`src/rtl/alu_seq_pkg.sv`:
```
// alu_pkg: shared definitions for the sequential ALU.
//   - 5-bit opcode constants
//   - status-word flag bit indices
//   - FSM state encoding
//   - is_shift(): true for the variable-distance shift opcodes
package alu_pkg;

    localparam logic [4:0] OP_RETX = 5'd0;
    localparam logic [4:0] OP_RETY = 5'd1;
    localparam logic [4:0] OP_ADD  = 5'd2;
    localparam logic [4:0] OP_SUB  = 5'd3;
    localparam logic [4:0] OP_CMP  = 5'd4;
    localparam logic [4:0] OP_SHL  = 5'd5;
    localparam logic [4:0] OP_AND  = 5'd6;
    localparam logic [4:0] OP_OR   = 5'd7;
    localparam logic [4:0] OP_XOR  = 5'd8;
    localparam logic [4:0] OP_SHR  = 5'd9;
    localparam logic [4:0] OP_MUL  = 5'd10;

    localparam int FLAG_EQ = 0;
    localparam int FLAG_Z  = 1;
    localparam int FLAG_C  = 2;
    localparam int FLAG_N  = 3;

    localparam logic [1:0] ST_IDLE = 2'd0;
    localparam logic [1:0] ST_EXEC = 2'd1;
    localparam logic [1:0] ST_DONE = 2'd2;

    function automatic logic is_shift(input logic [4:0] op);
        return (op == OP_SHL) || (op == OP_SHR);
    endfunction

endpackage

```
`src/rtl/alu_seq_if.sv`:
```
// alu_seq_if: request/response bundle between the control unit and alu_seq.
//   Request : in_valid, in_ready, aop, x, y, s
//   Response: out_valid, out_ready, o, os
//   master = control unit side, slave = ALU side.
interface alu_seq_if #(
    parameter int W  = 8,
    parameter int SW = 8
);
    logic          in_valid;
    logic          in_ready;
    logic [4:0]    aop;
    logic [W-1:0]  x;
    logic [W-1:0]  y;
    logic [SW-1:0] s;
    logic          out_valid;
    logic          out_ready;
    logic [W-1:0]  o;
    logic [SW-1:0] os;

    modport master (
        output in_valid, aop, x, y, s, out_ready,
        input  in_ready, out_valid, o, os
    );

    modport slave (
        input  in_valid, aop, x, y, s, out_ready,
        output in_ready, out_valid, o, os
    );
endinterface

```
`src/rtl/alu_seq_mul.sv`:
```
// mul_iter: iterative shift-add multiplier, one partial product per cycle.
//   clk, rst   : clock, async active-high reset
//   start_i    : load operands (pulse)
//   a_i, b_i   : W-bit unsigned operands
//   done_o     : high during the final step cycle
//   product_o  : 2W-bit product; valid while done_o is high
module mul_iter #(
    parameter int W = 8
) (
    input  logic           clk,
    input  logic           rst,
    input  logic           start_i,
    input  logic [W-1:0]   a_i,
    input  logic [W-1:0]   b_i,
    output logic           done_o,
    output logic [2*W-1:0] product_o
);
    localparam int CW = $clog2(W + 1);

    logic           busy_q;
    logic [CW-1:0]  cnt_q;
    logic [2*W-1:0] acc_q, acc_d;
    logic [2*W-1:0] mcand_q;
    logic [W-1:0]   mplier_q;

    // Product is presented combinationally so the caller can capture it at
    // the same edge that retires the last step.
    always_comb begin
        acc_d     = acc_q + (mplier_q[0] ? mcand_q : '0);
        done_o    = busy_q && (cnt_q == CW'(1));
        product_o = acc_d;
    end

    always_ff @(posedge clk or posedge rst) begin
        if (rst) begin
            busy_q   <= 1'b0;
            cnt_q    <= '0;
            acc_q    <= '0;
            mcand_q  <= '0;
            mplier_q <= '0;
        end else if (start_i) begin
            busy_q   <= 1'b1;
            cnt_q    <= CW'(W);
            acc_q    <= '0;
            mcand_q  <= {{W{1'b0}}, a_i};
            mplier_q <= b_i;
        end else if (busy_q) begin
            acc_q    <= acc_d;
            mcand_q  <= {mcand_q[2*W-2:0], 1'b0};
            mplier_q <= {1'b0, mplier_q[W-1:1]};
            cnt_q    <= cnt_q - CW'(1);
            if (cnt_q == CW'(1)) busy_q <= 1'b0;
        end
    end
endmodule

```
`src/rtl/alu_seq.sv`:
```
// alu_seq: W-bit multi-cycle ALU with valid/ready handshake.
//   clk, rst : clock, async active-high reset
//   bus      : alu_seq_if.slave (in_valid/in_ready/aop/x/y/s request,
//              out_valid/out_ready/o/os response)
// Single-cycle ops go straight to DONE; shifts step one bit per cycle and
// MUL runs through mul_iter while the FSM sits in EXEC.
module alu_seq
    import alu_pkg::*;
#(
    parameter int W  = 8,
    parameter int SW = 8
) (
    input  logic       clk,
    input  logic       rst,
    alu_seq_if.slave   bus
);
    localparam int NB = $clog2(W);
    localparam int CW = $clog2(W + 1);

    logic [1:0]    state_q, state_d;
    logic [CW-1:0] count_q, count_d;
    logic [4:0]    op_q, op_d;
    logic [W-1:0]  x_q, x_d;
    logic [SW-1:0] s_q, s_d;
    logic [W-1:0]  o_q, o_d;
    logic [SW-1:0] os_q, os_d;

    logic           in_ready_c, accept;
    logic [NB-1:0]  n_in;
    logic [W-1:0]   sh_next;
    logic           sh_out;
    logic           mul_start, mul_done;
    logic [2*W-1:0] prod;

    logic [4:0]    op_c;
    logic [W-1:0]  a_c, b_c, shv_c, res;
    logic [SW-1:0] s_c, res_s;
    logic          shb_c;
    logic [W:0]    sum;

    mul_iter #(.W(W)) u_mul (
        .clk       (clk),
        .rst       (rst),
        .start_i   (mul_start),
        .a_i       (bus.x),
        .b_i       (bus.y),
        .done_o    (mul_done),
        .product_o (prod)
    );

    assign in_ready_c    = (state_q == ST_IDLE) || ((state_q == ST_DONE) && bus.out_ready);
    assign accept        = bus.in_valid && in_ready_c;
    assign n_in          = bus.y[NB-1:0];
    assign bus.in_ready  = in_ready_c;
    assign bus.out_valid = (state_q == ST_DONE);
    assign bus.o         = o_q;
    assign bus.os        = os_q;

    // One-bit shifter step; sh_out is the bit leaving the register.
    always_comb begin
        sh_next = (op_q == OP_SHL) ? {x_q[W-2:0], 1'b0} : {1'b0, x_q[W-1:1]};
        sh_out  = (op_q == OP_SHL) ? x_q[W-1] : x_q[0];
    end

    // Result and flag generation. Operands come from the bus on an accept,
    // or from the latched op/status when an EXEC op retires.
    always_comb begin
        op_c  = bus.aop;
        a_c   = bus.x;
        b_c   = bus.y;
        s_c   = bus.s;
        shv_c = bus.x;
        shb_c = 1'b0;
        if (state_q == ST_EXEC) begin
            op_c  = op_q;
            a_c   = x_q;
            b_c   = '0;
            s_c   = s_q;
            shv_c = sh_next;
            shb_c = sh_out;
        end
        res   = a_c;
        res_s = s_c;
        sum   = '0;
        case (op_c)
            OP_RETY: res = b_c;
            OP_ADD: begin
                sum = {1'b0, a_c} + {1'b0, b_c};
                res = sum[W-1:0];
                res_s[FLAG_C] = sum[W];
            end
            OP_SUB: begin
                res = a_c - b_c;
                res_s[FLAG_C] = (a_c < b_c);
            end
            OP_CMP: res_s[FLAG_EQ] = (a_c == b_c);
            OP_SHL, OP_SHR: begin
                res = shv_c;
                res_s[FLAG_C] = shb_c;
            end
            OP_AND: begin
                res = a_c & b_c;
                res_s[FLAG_C] = 1'b0;
            end
            OP_OR: begin
                res = a_c | b_c;
                res_s[FLAG_C] = 1'b0;
            end
            OP_XOR: begin
                res = a_c ^ b_c;
                res_s[FLAG_C] = 1'b0;
            end
            OP_MUL: begin
                res = prod[W-1:0];
                res_s[FLAG_C] = |prod[2*W-1:W];
            end
            default: ;
        endcase
        if ((op_c >= OP_ADD) && (op_c <= OP_MUL) && (op_c != OP_CMP)) begin
            res_s[FLAG_Z] = (res == '0);
            res_s[FLAG_N] = res[W-1];
        end
    end

    always_comb begin
        state_d   = state_q;
        count_d   = count_q;
        op_d      = op_q;
        x_d       = x_q;
        s_d       = s_q;
        o_d       = o_q;
        os_d      = os_q;
        mul_start = 1'b0;
        case (state_q)
            ST_EXEC: begin
                x_d     = sh_next;
                count_d = count_q - CW'(1);
                if ((op_q == OP_MUL) ? mul_done : (count_q == CW'(1))) begin
                    state_d = ST_DONE;
                    o_d     = res;
                    os_d    = res_s;
                end
            end
            default: begin
                if ((state_q == ST_DONE) && bus.out_ready) state_d = ST_IDLE;
                // DONE with out_ready also takes a new request here, which is
                // what allows one result per cycle for single-cycle ops.
                if (accept) begin
                    op_d = bus.aop;
                    x_d  = bus.x;
                    s_d  = bus.s;
                    if (is_shift(bus.aop) && (n_in != '0)) begin
                        state_d = ST_EXEC;
                        count_d = CW'(n_in);
                    end else if (bus.aop == OP_MUL) begin
                        state_d   = ST_EXEC;
                        count_d   = CW'(W);
                        mul_start = 1'b1;
                    end else begin
                        state_d = ST_DONE;
                        o_d     = res;
                        os_d    = res_s;
                    end
                end
            end
        endcase
    end

    always_ff @(posedge clk or posedge rst) begin
        if (rst) begin
            state_q <= ST_IDLE;
            count_q <= '0;
            op_q    <= '0;
            x_q     <= '0;
            s_q     <= '0;
            o_q     <= '0;
            os_q    <= '0;
        end else begin
            state_q <= state_d;
            count_q <= count_d;
            op_q    <= op_d;
            x_q     <= x_d;
            s_q     <= s_d;
            o_q     <= o_d;
            os_q    <= os_d;
        end
    end
endmodule

```
`src/flat_wrapper.sv`:
```
// flat-port wrapper written by rule: the top's interface ports become plain ports
module alu_seq_flat import alu_pkg::*;
#(
    parameter int W  = 8,
    parameter int SW = 8
)
  (clk, rst, bus_in_valid, bus_aop, bus_x, bus_y, bus_s, bus_out_ready, bus_in_ready, bus_out_valid, bus_o, bus_os);
  alu_seq_if #(.W(W), .SW(SW)) bus_i ();
  input  logic clk;
  input  logic rst;
  input wire logic [$bits(bus_i.in_valid)-1:0] bus_in_valid;
  input wire logic [$bits(bus_i.aop)-1:0] bus_aop;
  input wire logic [$bits(bus_i.x)-1:0] bus_x;
  input wire logic [$bits(bus_i.y)-1:0] bus_y;
  input wire logic [$bits(bus_i.s)-1:0] bus_s;
  input wire logic [$bits(bus_i.out_ready)-1:0] bus_out_ready;
  output wire logic [$bits(bus_i.in_ready)-1:0] bus_in_ready;
  output wire logic [$bits(bus_i.out_valid)-1:0] bus_out_valid;
  output wire logic [$bits(bus_i.o)-1:0] bus_o;
  output wire logic [$bits(bus_i.os)-1:0] bus_os;
  assign bus_i.in_valid = bus_in_valid;
  assign bus_i.aop = bus_aop;
  assign bus_i.x = bus_x;
  assign bus_i.y = bus_y;
  assign bus_i.s = bus_s;
  assign bus_i.out_ready = bus_out_ready;
  assign bus_in_ready = bus_i.in_ready;
  assign bus_out_valid = bus_i.out_valid;
  assign bus_o = bus_i.o;
  assign bus_os = bus_i.os;
  alu_seq #(.W(W), .SW(SW)) u_core (.clk(clk), .rst(rst), .bus(bus_i));
endmodule
```
`config.mk`:
```
export PLATFORM = sky130hd
export DESIGN_NAME = alu_seq_flat
export DESIGN_NICKNAME = d
export VERILOG_FILES = /design/src/rtl/alu_seq_pkg.sv /design/src/rtl/alu_seq_if.sv /design/src/rtl/alu_seq_mul.sv /design/src/rtl/alu_seq.sv /design/src/flat_wrapper.sv
export SDC_FILE = /design/constraint.sdc
export NUM_CORES = 1
export LEC_CHECK = 0
export BUFFER_PORTS_ARGS = -buffer_cell sky130_fd_sc_hd__buf_2
export CORE_ASPECT_RATIO = 0.75
export CORE_MARGIN = 1
export CORE_UTILIZATION = 31
export DETAILED_ROUTE_END_ITERATION = 10
export GPL_TIMING_DRIVEN = 0
export PLACE_DENSITY = 0.52
export RECOVER_POWER = 100
export SETUP_SLACK_MARGIN = 0.1
export SYNTH_ARGS = -nofsm -noshare
export SYNTH_HDL_FRONTEND = slang
export SYNTH_SLANG_ARGS = --single-unit
```
`constraint.sdc`:
```
create_clock -name clk -period 6.3 [get_ports clk]
set_input_delay 1.26 -clock clk [delete_from_list [all_inputs] [get_ports clk]]
set_output_delay 1.26 -clock clk [all_outputs]
set_load 0.01 [all_outputs]
```
==> impl_metrics.csv, run 1 <==
group,metric,value,unit
critical_path,regToRegSetupSlack,0.97,ns
critical_path,cp_common_cell,"clkbuf_1",
pwr,power_density,228,nW/µm²
yosys,synth_nets,827,
cts,cts_setup_buffers,0,
yosys,avgSynthCellArea,8.95,µm²
routing,ant_nets,0,
placed_design,placedCellCount,1087,
cts,cts_buffers,9,
yosys,synth_area,6710,µm²
floorplan,fp.coreArea,21200,µm²
floorplan,rows,46,
yosys,yosysMostFrequentCell,"nand2_1",
cts,cts_tree,"yes",
critical_path,path_class,"register to register",
sta,setup_viol,0,
floorplan,fp.dieW,172,µm
placed_design,placed_area,7340,µm²
cts,clk_pin_slew,0.07,ns
yosys,synth_top_area_cell,"dfrtp_1",
critical_path,cp-end-kind,"register",
critical_path,endpoint,"u_core.bus.os[1]$_DFFE_PP0P_",
grt,grt.total_usage,0.195,
routing,vias,5859,
routing,first_pass_iters,5,
cts,root_buffer,"clkbuf_16",
critical_path,worstPathRequired,6.56,ns
grt,grt_pass1_vias,5393,
floorplan,io_pins,51,
grt,grt_pass1_wl,32100,µm
cts,holdBufCountCts,0,
layout,antenna_cells,0,
cts,htreeDepth,3,
sta,rsz0062_at_grt,"false",
yosys,ys.flop_type,"dfrtp_1",
yosys,ys_top_cells_by_count,"nand2_1 (92), dfrtp_1 (88), nor2_1 (66)",
cts,ctsResizeCount,0,
sta,final_hold_viol_count,0,
critical_path,crit_slowest_cell,"clkbuf_1",
sta,slew_viol_final,57,
cts,insertion_delay,0.35,ns
critical_path,cp-startpoint,"u_core.state_q[1]$_DFFE_PP0P_",
outcome,outcome,"complete, but fails checks",
critical_path,r2r.worst_path.cells,16,
sta,worst_slew_margin_rel,-1.02,
critical_path,cp_cell_sequence,"nand2b_1 > clkbuf_1 > clkbuf_1 > clkbuf_1 > mux2i_1 > inv_1 > ha_1 > clkbuf_1 > nand3_1 > and2_0 > o31ai_1 > xnor2_1 > nor2_1 > nor4_1 > o211ai_1 > o31ai_1",
layout,nets,888,
critical_path,cpPeakStageDelay,0.54,ns
sta,fmax,188,MHz
grt,grt_max_degree,57,
outcome,violations,"max-capacitance violations, max-slew violations",
layout,area.growth.synth_to_final,13.0,%
routing,wl_per_cell,18.8,µm
placed_design,place_congestion,0.983,
hold_path,hold_path_class,"register to register",
cts,cts.sinks,88,
job,cap_violations,2,
routing,wirelength,20800,µm
yosys,synth_edf_count,0,
floorplan,initial_utilization,0.317,
yosys,syn_inst,749,
cts,clockBufferDepth,2,
layout,final_layout_size_suffix_gt1_frac,0.112,
placed_design,io_buffers,49,
sta,worstMarginPinSlew,3.02,ns
critical_path,cp_max_fo,10,
routing,drc,0,
yosys,ys_seq_elements,88,
sta,period_needed,5.33,ns
grt,overflow,0,
yosys,yosys-top-cells-area,"dfrtp_1 (33%), mux2i_1 (8.7%), ha_1 (7.8%), nand2_1 (5.2%), mux2_2 (3.9%)",
pwr,ir_drop,104,µV
layout,final_area,7570,µm²
floorplan,fp.dieArea,22200,µm²
sta,fin_skew,0.00818,ns
critical_path,reg2reg_from,"u_core.state_q[1]$_DFFE_PP0P_",
yosys,yosys_warnings,0,
routing,drt_iter0_drc,499,
yosys,synth_cell_types,82,
critical_path,start_kind,"register",
grt,antenna_found_initial,0,
sta,fin_crit_sh,0.846,
routing,vias_per_cell,5.31,
pwr,p_leak,0.00298,µW
yosys,ys_seq_area_frac,0.328,
layout,postLayoutCoreUtil,0.358,
layout,fin_cells,1103,
critical_path,reg2reg_to,"u_core.bus.os[1]$_DFFE_PP0P_",
floorplan,die-height,129,µm
sta,tns,0,ns
placed_design,dpl.hpwl,16300,µm
yosys,yosysTopAreaCellShare,0.328,
yosys,async_flop_share,1.00,
critical_path,arrival,5.59,ns
## sequential cells by signal (all words and copies together) (netlist names)
register,flops
u_core.state_q,2
u_core.bus.o,8
u_core.u_mul.mplier_q,8
u_core.u_mul.busy_q,1
u_core.u_mul.mcand_q,16
u_core.u_mul.cnt_q,4
u_core.s_q,8
u_core.count_q,4
u_core.op_q,5
u_core.x_q,8
u_core.u_mul.acc_q,16
u_core.bus.os,8
## stage by stage
stage | worst slack, ns | power [µW] | hold slack, ns
floorplan | 2.63 | 1020 | 0.472
global placement | 1.44 | 1170 | 0.461
detailed placement | 1.69 | 1170 | 0.465
CTS | 1.65 | 1750 | 0.481
global route | 0.620 | 1830 | 0.508
finish | 0.970 | 1730 | 0.481
## metal layers
metal / global-route usage / vias to the layer above / part of all wire
li1: - / 2819 / -
met2: 0.257 / 204 / 0.39
met4: 0.0396 / 0 / 0.0099
met3: 0.0516 / 15 / 0.085
met1: 0.308 / 2821 / 0.51
met5: 0 / - / 0
## cells by family after synthesis
group           count (synthesis)  synth area share
mux                            84             0.133
fa+ha+maj                      45            0.0873
compound gates                175             0.184
flops                          88             0.328
simple gates                  272             0.199
xor+xnor                       23            0.0300
buf+inv                        62            0.0381
## critical path, delay by kind of cell (launching register included)
kind | cells | cell delay [ns]
DFF | 1 | 0.47
and+or+nand+nor | 5 | 1.00
AOI/OAI and AO/OA | 3 | 0.88
xor gates and xnor gates | 1 | 0.18
buffers and inverters | 5 | 2.00
muxes | 1 | 0.43
adders and majority gates | 1 | 0.28
## how the worst min path moves through the flow
stage                                        from                             to  slack [ns]  cells past startpoint
global route          u_core.bus.o[1]$_DFFE_PP0P_    u_core.bus.o[1]$_DFFE_PP0P_        0.51                      2
CTS                  u_core.bus.os[6]$_DFFE_PP0P_   u_core.bus.os[6]$_DFFE_PP0P_        0.48                      2
finish                u_core.bus.o[7]$_DFFE_PP0P_    u_core.bus.o[7]$_DFFE_PP0P_        0.48                      1
global placement     u_core.bus.os[7]$_DFFE_PP0P_   u_core.bus.os[7]$_DFFE_PP0P_        0.46                      2
floorplan           u_core.count_q[2]$_DFFE_PP0P_  u_core.count_q[2]$_DFFE_PP0P_        0.47                      1
detailed placement   u_core.bus.os[6]$_DFFE_PP0P_   u_core.bus.os[6]$_DFFE_PP0P_        0.47                      2
## area by class of cell
class	instances	area [µm²]
clock buffers	9	225
inverters	31	118
well taps	288	360
flip-flops and latches	88	2200
plain buffers	31	124
repair buffers	50	225
fillers	2264	13600
clock inverters	7	86.3
multi-input cells	599	4230
## cell usage in the layout (no fill, tap or decap), types with 4 or more instances in the layout
cell | synthesis | routed
nand2_1 | 92 | 92
dfrtp_1 | 88 | 88
nor2_1 | 66 | 66
mux2i_1 | 58 | 58
o21ai_0 | 42 | 45
clkbuf_1 | 16 | 44
ha_1 | 42 | 42
buf_2 | 3 | 30
a21oi_1 | 29 | 29
inv_1 | 30 | 29
mux2_2 | 23 | 23
and2_1 | 22 | 19
xnor2_1 | 17 | 17
nand3_1 | 16 | 16
nand2b_1 | 15 | 15
nor3_1 | 12 | 12
o211ai_1 | 11 | 11
a21o_1 | 10 | 10
clkbuf_16 | 0 | 9
o31ai_1 | 8 | 8
a31oi_1 | 7 | 7
a211oi_1 | 6 | 7
nor2b_1 | 6 | 6
xor2_1 | 6 | 6
a211o_1 | 5 | 5
a21boi_0 | 5 | 5
or2_2 | 5 | 5
buf_1 | 8 | 5
nor4_1 | 4 | 4
nand4_1 | 4 | 4
o2bb2ai_1 | 4 | 4
a22oi_1 | 4 | 4
nor4b_1 | 4 | 4
## where the power goes
group          switching, µW  total (µW)  internal, µW  leakage, µW
clock network            254         571           317     0.000150
logic                    298         499           201      0.00191
registers               39.4         655           616     0.000921
total                    592        1730          1130      0.00298
Power figures use the tool's default switching activity.
==> inputs of run 2 (changes only) <==
- ABC_AREA: default -> 1
- clock period: 6.3 -> 5.45 ns (I/O delays scaled with it)
==> run 2 against run 1 <==
- the run still ends with max-capacitance violations, max-slew violations left
- highest routed layer unchanged
- final area about the same
- sequential power increased by 16%
- fmax increased by 28%
- cell count increased by 21%
- sequential cell count unchanged
- routed wire length increased by 0.63%
- register-to-register slack improved by 0.32 ns
- utilization increased by 0.12 points
- global-route usage increased by 0.083 points
- first-iteration DRC count increased by 32%
- sequential share of layout area about the same
==> impl_metrics.csv, run 2 <==
group,metric,value,unit
floorplan,initial_utilization,0.316,
critical_path,r2r.worst_path.cells,19,
floorplan,fp.dieArea,22100,µm²
pwr,share_comb_of_total_power,0.279,
cts,cts_setup_buffers,0,
yosys,syn_inst,975,
sta,worstMarginPinSlew,2.14,ns
floorplan,die-height,129,µm
routing,top_layer,"met4",
yosys,synth_edf_count,0,
sta,fmax,240,MHz
critical_path,path_delay_family,"simple AND/OR/NAND/NOR gates",
job,cap_violations,1,
layout,final_common_cell,"nand2_1",
pwr,switching_share,0.361,
pwr,switchingPower,714,µW
routing,met3WireLength,1330,µm
outcome,violations,"max-capacitance violations, max-slew violations",
pwr,power_density,261,nW/µm²
critical_path,cpPeakStageDelay,0.52,ns
sta,setup_viol,0,
yosys,synth_area,6680,µm²
sta,timing.final.ws_setup,1.29,ns
sta,worst_slew_margin_rel,-0.434,
cts,cts.sinks,88,
pwr,p_total,1980,µW
grt,antenna_found_initial,0,
critical_path,path_class,"register to register",
yosys,yosys-top-cells-area,"dfrtp_1 (33%), nand2_1 (15%), inv_1 (8.0%), ha_1 (7.9%), nand3_1 (5.8%)",
yosys,yosysTopAreaCellShare,0.330,
critical_path,cp_max_fo,10,
critical_path,reg2reg_to,"u_core.bus.os[1]$_DFFE_PP0P_",
yosys,yosysMostFrequentCell,"nand2_1",
yosys,ys_seq_elements,88,
placed_design,place_congestion,0.924,
critical_path,cp_cell_sequence,"inv_1 > nand2_1 > clkbuf_1 > nor2_1 > nor2_1 > inv_1 > ha_1 > nor2_1 > o21ai_0 > nand2_1 > nand3_1 > nand3_1 > nand3_1 > nand2_1 > nor2_1 > nand3_1 > nor2_1 > nand3_1 > a21oi_1",
floorplan,io_pins,51,
cts,clk_pin_slew,0.07,ns
floorplan,fp.coreArea,21100,µm²
routing,first_pass_iters,5,
grt,grt.total_usage,0.195,
critical_path,regToRegSetupSlack,1.29,ns
sta,fin_skew,0.00690,ns
routing,vias,6473,
critical_path,start_kind,"register",
pwr,ir_drop,197,µV
cts,cts_buffers,9,
critical_path,crit_slowest_cell,"nor2_1",
cts,cts_tree,"yes",
grt,grt_pass1_vias,5671,
layout,layout_common_cells,"nand2_1 (271), inv_1 (142), nor2_1 (94)",
hold_path,min_from,"u_core.u_mul.acc_q[2]$_DFFE_PP0P_",
cts,clockBufferDepth,2,
yosys,synth_top_area_cell,"dfrtp_1",
routing,wl_per_cell,15.7,µm
cts,holdBufCountCts,0,
yosys,async_flop_share,1.00,
routing,drc,0,
layout,nets,1115,
cts,root_buffer,"clkbuf_16",
routing,wl_met1,11500,µm
placed_design,post-place-ws,1.52,ns
placed_design,io_buffers,50,
layout,final_area,7580,µm²
yosys,ys.flop_type,"dfrtp_1",
grt,grt_max_degree,47,
sta,fin_crit_sh,0.763,
floorplan,fp.dieW,172,µm
layout,reg.largest.list,"u_core.u_mul.acc_q x16, u_core.u_mul.mcand_q x16",
sta,tns,0,ns
yosys,yosys_warnings,0,
placed_design,dpl.hpwl,16600,µm
critical_path,critPathBufInv,3,
yosys,synth_nets,1053,
grt,grt_pass1_wl,32500,µm
routing,vias_per_cell,4.87,
cts,htreeDepth,3,
yosys,synth_cell_types,43,
yosys,avgSynthCellArea,6.85,µm²
routing,drt_iter0_drc,660,
sta,final_hold_viol_count,0,
routing,ant_nets,0,
yosys,ys_seq_area_frac,0.330,
sta,period_needed,4.16,ns
yosys,ys_top_cells_by_count,"nand2_1 (270), inv_1 (142), nor2_1 (91)",
floorplan,rows,46,
routing,wirelength,20900,µm
layout,fillCellCount,2323,
critical_path,cp-end-kind,"register",
layout,final_layout_size_suffix_gt1_frac,0.0845,
sta,slew_viol_final,43,
grt,overflow,0,
cts,ctsResizeCount,0,
sta,rsz0062_at_grt,"false",
critical_path,reg2reg_from,"u_core.state_q[1]$_DFFE_PP0P_",
pwr,power_frac_clock,0.337,
hold_path,hold_depth,2,
layout,antenna_cells,0,
critical_path,worstPathRequired,5.73,ns
pwr,p_int,1270,µW
layout,area.growth.synth_to_final,13.4,%
placed_design,placed_area,7320,µm²
hold_path,hold_path_class,"register to register",
critical_path,arrival,4.44,ns
cts,insertion_delay,0.36,ns
pwr,p_seq_frac,0.384,
pwr,p_leak,0.00402,µW
outcome,outcome,"complete, but fails checks",
routing,dr_wl_met2,7890,µm
hold_path,hold-path-endpoint,"u_core.u_mul.acc_q[2]$_DFFE_PP0P_",
## run 2: power groups by stage
stage	clock network (µW)	registers [µW]	logic [µW]
after detailed placement	0	772	555
after global routing	710	769	628
final	667	761	552
after floorplan	0	762	391
after global placement	0	772	551
after CTS	682	760	557
## run 2: final cells by class
type | count | area (µm²) | area share
Multi-Input combinational cell | 712 | 3770 | 0.498
Sequential cell | 88 | 2200 | 0.291
Inverter | 150 | 566 | 0.0746
Tap cell | 288 | 360 | 0.0476
Timing Repair Buffer | 51 | 256 | 0.0339
Clock buffer | 10 | 239 | 0.0315
Buffer | 25 | 106 | 0.0140
Clock inverter | 6 | 73.8 | 0.00974
## run 2: tightest hold or removal path: cells and delay by family (launching register included)
kind | cells | cell delay, ns
flops | 1 | 0.35
simple gates | 2 | 0.10
## run 2: cells by family (layout without fill, tap and decap cells)
kind of cell	count (synthesis)	after routing	share of synthesized area
buffers and inverters	175	242	0.102
DFF	88	88	0.330
adders and majority gates	45	45	0.0877
and+or+nand+nor	494	494	0.320
AOI/OAI and AO/OA	156	156	0.138
xor gates and xnor gates	17	17	0.0223
## run 2: stage by stage
step	util	cells	hold slack, ns
after floorplan	-	975	0.448
after global placement	0.345	1313	0.462
after detailed placement	0.347	1314	0.461
after CTS	0.361	1330	0.479
after global routing	0.359	1330	0.496
final	0.359	1330	0.481
## run 2: how the worst max path moves through the flow
stage / cells after the start / end / start
5_1_grt: 19 / u_core.bus.os[1]$_DFFE_PP0P_ / u_core.state_q[1]$_DFFE_PP0P_
3_5_place_dp: 18 / u_core.bus.os[1]$_DFFE_PP0P_ / bus_x[1]
2_1_floorplan: 1 / u_core.bus.o[0]$_DFFE_PP0P_ / rst
6_report: 19 / u_core.bus.os[1]$_DFFE_PP0P_ / u_core.state_q[1]$_DFFE_PP0P_
4_1_cts: 18 / u_core.bus.os[1]$_DFFE_PP0P_ / bus_x[1]
3_3_place_gp: 2 / u_core.bus.o[6]$_DFFE_PP0P_ / rst
## run 2: per-layer routing
layer	up-vias	GRT usage
met2	162	0.254
met5	-	0
met1	3022	0.318
met3	17	0.0437
li1	3272	-
met4	0	0.0357
==> inputs of run 3 (changes only) <==
- ABC_AREA: 1 -> 0
- clock period: 5.45 -> 4.25 ns (I/O delays scaled with it)
==> run 3 against run 2 <==
- the flow finishes with violations (max-capacitance violations)
- sequential power up 28%
- final area up 1.5%
- power up 30%
- critical path depth unchanged
- fmax up 5.6%
- utilization up 0.43 points
- sequential cell count unchanged
- via count down 9.4%
- clock skew up 0.0027 ns
- die area up 0.37%
- combinational power up 38%
- routed wire length down 0.69%
- largest cell class unchanged
==> impl_metrics.csv, run 3 (synthesized netlist as in run 1, its figures left out) <==
group,metric,value,unit
floorplan,rows,46,
layout,nets,889,
grt,use_met1,0.306,
routing,wirelength,20800,µm
critical_path,cp_max_fo,10,
sta,holdWs,0.481,ns
sta,worst_slew_margin_rel,0.0146,
routing,wl_per_cell,18.8,µm
sta,rsz0062_at_grt,"false",
sta,worstMarginPinSlew,1.47,ns
grt,met3_usage,0.0541,
cts,htreeDepth,3,
hold_path,hold_path_class,"register to register",
grt,grt_pass1_wl,32100,µm
sta,slew_viol_final,0,
grt,grt_max_degree,57,
layout,postLayoutCoreUtil,0.363,
hold_path,hold_depth,1,
cts,cts.sinks,88,
placed_design,dpl.hpwl,16300,µm
sta,fin_skew,0.00965,ns
cts,root_buffer,"clkbuf_16",
layout,area.growth.synth_to_final,14.7,%
critical_path,critPathBufInv,6,
job,cap_violations,1,
floorplan,fp.dieW,172,µm
cts,cts_tree,"yes",
grt,grt.total_usage,0.195,
placed_design,io_buffers,49,
floorplan,io_pins,51,
outcome,outcome,"complete, but fails checks",
sta,fin_crit_sh,0.927,
grt,overflow,0,
grt,antenna_found_initial,0,
critical_path,worstPathRequired,4.51,ns
layout,reg.largest.list,"u_core.u_mul.acc_q x16, u_core.u_mul.mcand_q x16",
pwr,p_leak,0.00303,µW
floorplan,die-height,129,µm
critical_path,cp-end-kind,"register",
cts,cts_buffers,9,
critical_path,cp_cell_sequence,"nand2b_1 > buf_4 > clkbuf_4 > buf_4 > nand2_1 > and2_0 > inv_1 > ha_1 > inv_1 > fa_1 > nor3b_1 > a311oi_1 > o31a_1 > xor2_1 > nor2_1 > nor4_2 > buf_4 > o211ai_1 > o31ai_1",
sta,period_needed,3.94,ns
layout,layout_common_cells,"nand2_1 (92), dfrtp_1 (86), nor2_1 (66)",
critical_path,r2r.worst_path.cells,19,
floorplan,initial_utilization,0.317,
cts,clk_pin_slew,0.07,ns
routing,vias_per_cell,5.31,
critical_path,path_class,"register to register",
layout,antenna_cells,0,
sta,final_hold_viol_count,0,
floorplan,fp.dieArea,22200,µm²
routing,drt_iter0_drc,549,
cts,clockBufferDepth,2,
routing,drc,0,
placed_design,place_congestion,0.983,
cts,insertion_delay,0.35,ns
critical_path,start_kind,"register",
critical_path,cpPeakStageDelay,0.43,ns
critical_path,cp.depth,19,
pwr,ir_drop,155,µV
critical_path,path_delay_family,"buffers and inverters",
critical_path,crit_slowest_cell,"dfrtp_2",
critical_path,arrival,4.20,ns
pwr,power_density,335,nW/µm²
routing,first_pass_iters,5,
layout,final_layout_size_suffix_gt1_frac,0.141,
routing,vias,5863,
layout,final_common_cell,"nand2_1",
floorplan,fp.coreArea,21200,µm²
grt,top_usage_layer,"met1",
sta,fmax,254,MHz
outcome,violations,"max-capacitance violations",
grt,grt_pass1_vias,5426,
routing,ant_nets,0,
sta,setup_viol,0,
critical_path,cp_common_cell,"buf_4",
grt,grtUsageMet2,0.257,
run 3: cell types whose count changed in the layout (fill, tap and decap cells not counted), moves of 11 or more:
cell      previous run  this run
nand4_1             15         4
nand2_1            271        92
nand3_1             77        16
nand2_2             11         0
nand2b_1             0        15
mux2i_1              0        57
o21ai_0             74        44
xnor2_1              3        17
and2_1               1        19
mux2_2               0        23
inv_1              142        29
nor2_1              94        66
run 3: path summary, 6_finish.rpt:
check                                                     to                           from  slack (ns)
setup / recovery                u_core.bus.os[1]$_DFFE_PP0P_  u_core.state_q[1]$_DFFE_PP0P_        0.31
hold / removal                   u_core.bus.o[7]$_DFFE_PP0P_    u_core.bus.o[7]$_DFFE_PP0P_        0.48
setup reg to reg                u_core.bus.os[1]$_DFFE_PP0P_  u_core.state_q[1]$_DFFE_PP0P_        0.31
hold reg to reg                  u_core.bus.o[7]$_DFFE_PP0P_    u_core.bus.o[7]$_DFFE_PP0P_        0.48
max in group asynchronous  u_core.u_mul.acc_q[5]$_DFFE_PP0P_                            rst        1.47
min in group asynchronous      u_core.count_q[2]$_DFFE_PP0P_                            rst        0.82
run 3: routing by layer:
layer | routed length, µm | share of wire
met1 | 10600 | 0.51
met3 | 1730 | 0.083
met2 | 8140 | 0.39
met5 | 0 | 0
met4 | 278 | 0.013
run 3: stage by stage:
| step | instances | total power [µW] | worst slack [ns] | TNS, ns | area (µm²) |
|---|---|---|---|---|---|
| after detailed placement | 1087 | 1730 | -0.359 | -0.996 | 7340 |
| after floorplan | 749 | 1520 | 0.594 | 0 | 6710 |
| after global routing | 1104 | 2730 | 0.0394 | 0 | 7690 |
| after global placement | 1086 | 1730 | -0.411 | -18.14 | 7310 |
| final | 1104 | 2580 | 0.310 | 0 | 7690 |
| after CTS | 1102 | 2600 | 0.129 | 0 | 7660 |
run 3: power by group:
| part | internal, µW | switching (µW) | leakage (µW) |
|---|---|---|---|
| registers | 913 | 58.4 | 0.000920 |
| clock network | 470 | 378 | 0.000150 |
| logic | 307 | 453 | 0.00196 |
| total | 1690 | 889 | 0.00303 |
run 3: cell type report:
type                       instances  area [µm²]
buffer                            30         143
tap                              288         360
sequential                        88        2200
fill                            2249       13500
clock buffer                       9         225
multi-input combinational        599        4310
timing repair buffer              52         243
inverter                          31         118
clock inverter                     7        86.3
run 3: repair_timing:
action	in CTS	in global routing
pin swaps	0	2
setup endpoints to repair	6	6
setup buffers	0	2
hold buffers	0	0
gates resized for setup	6	13
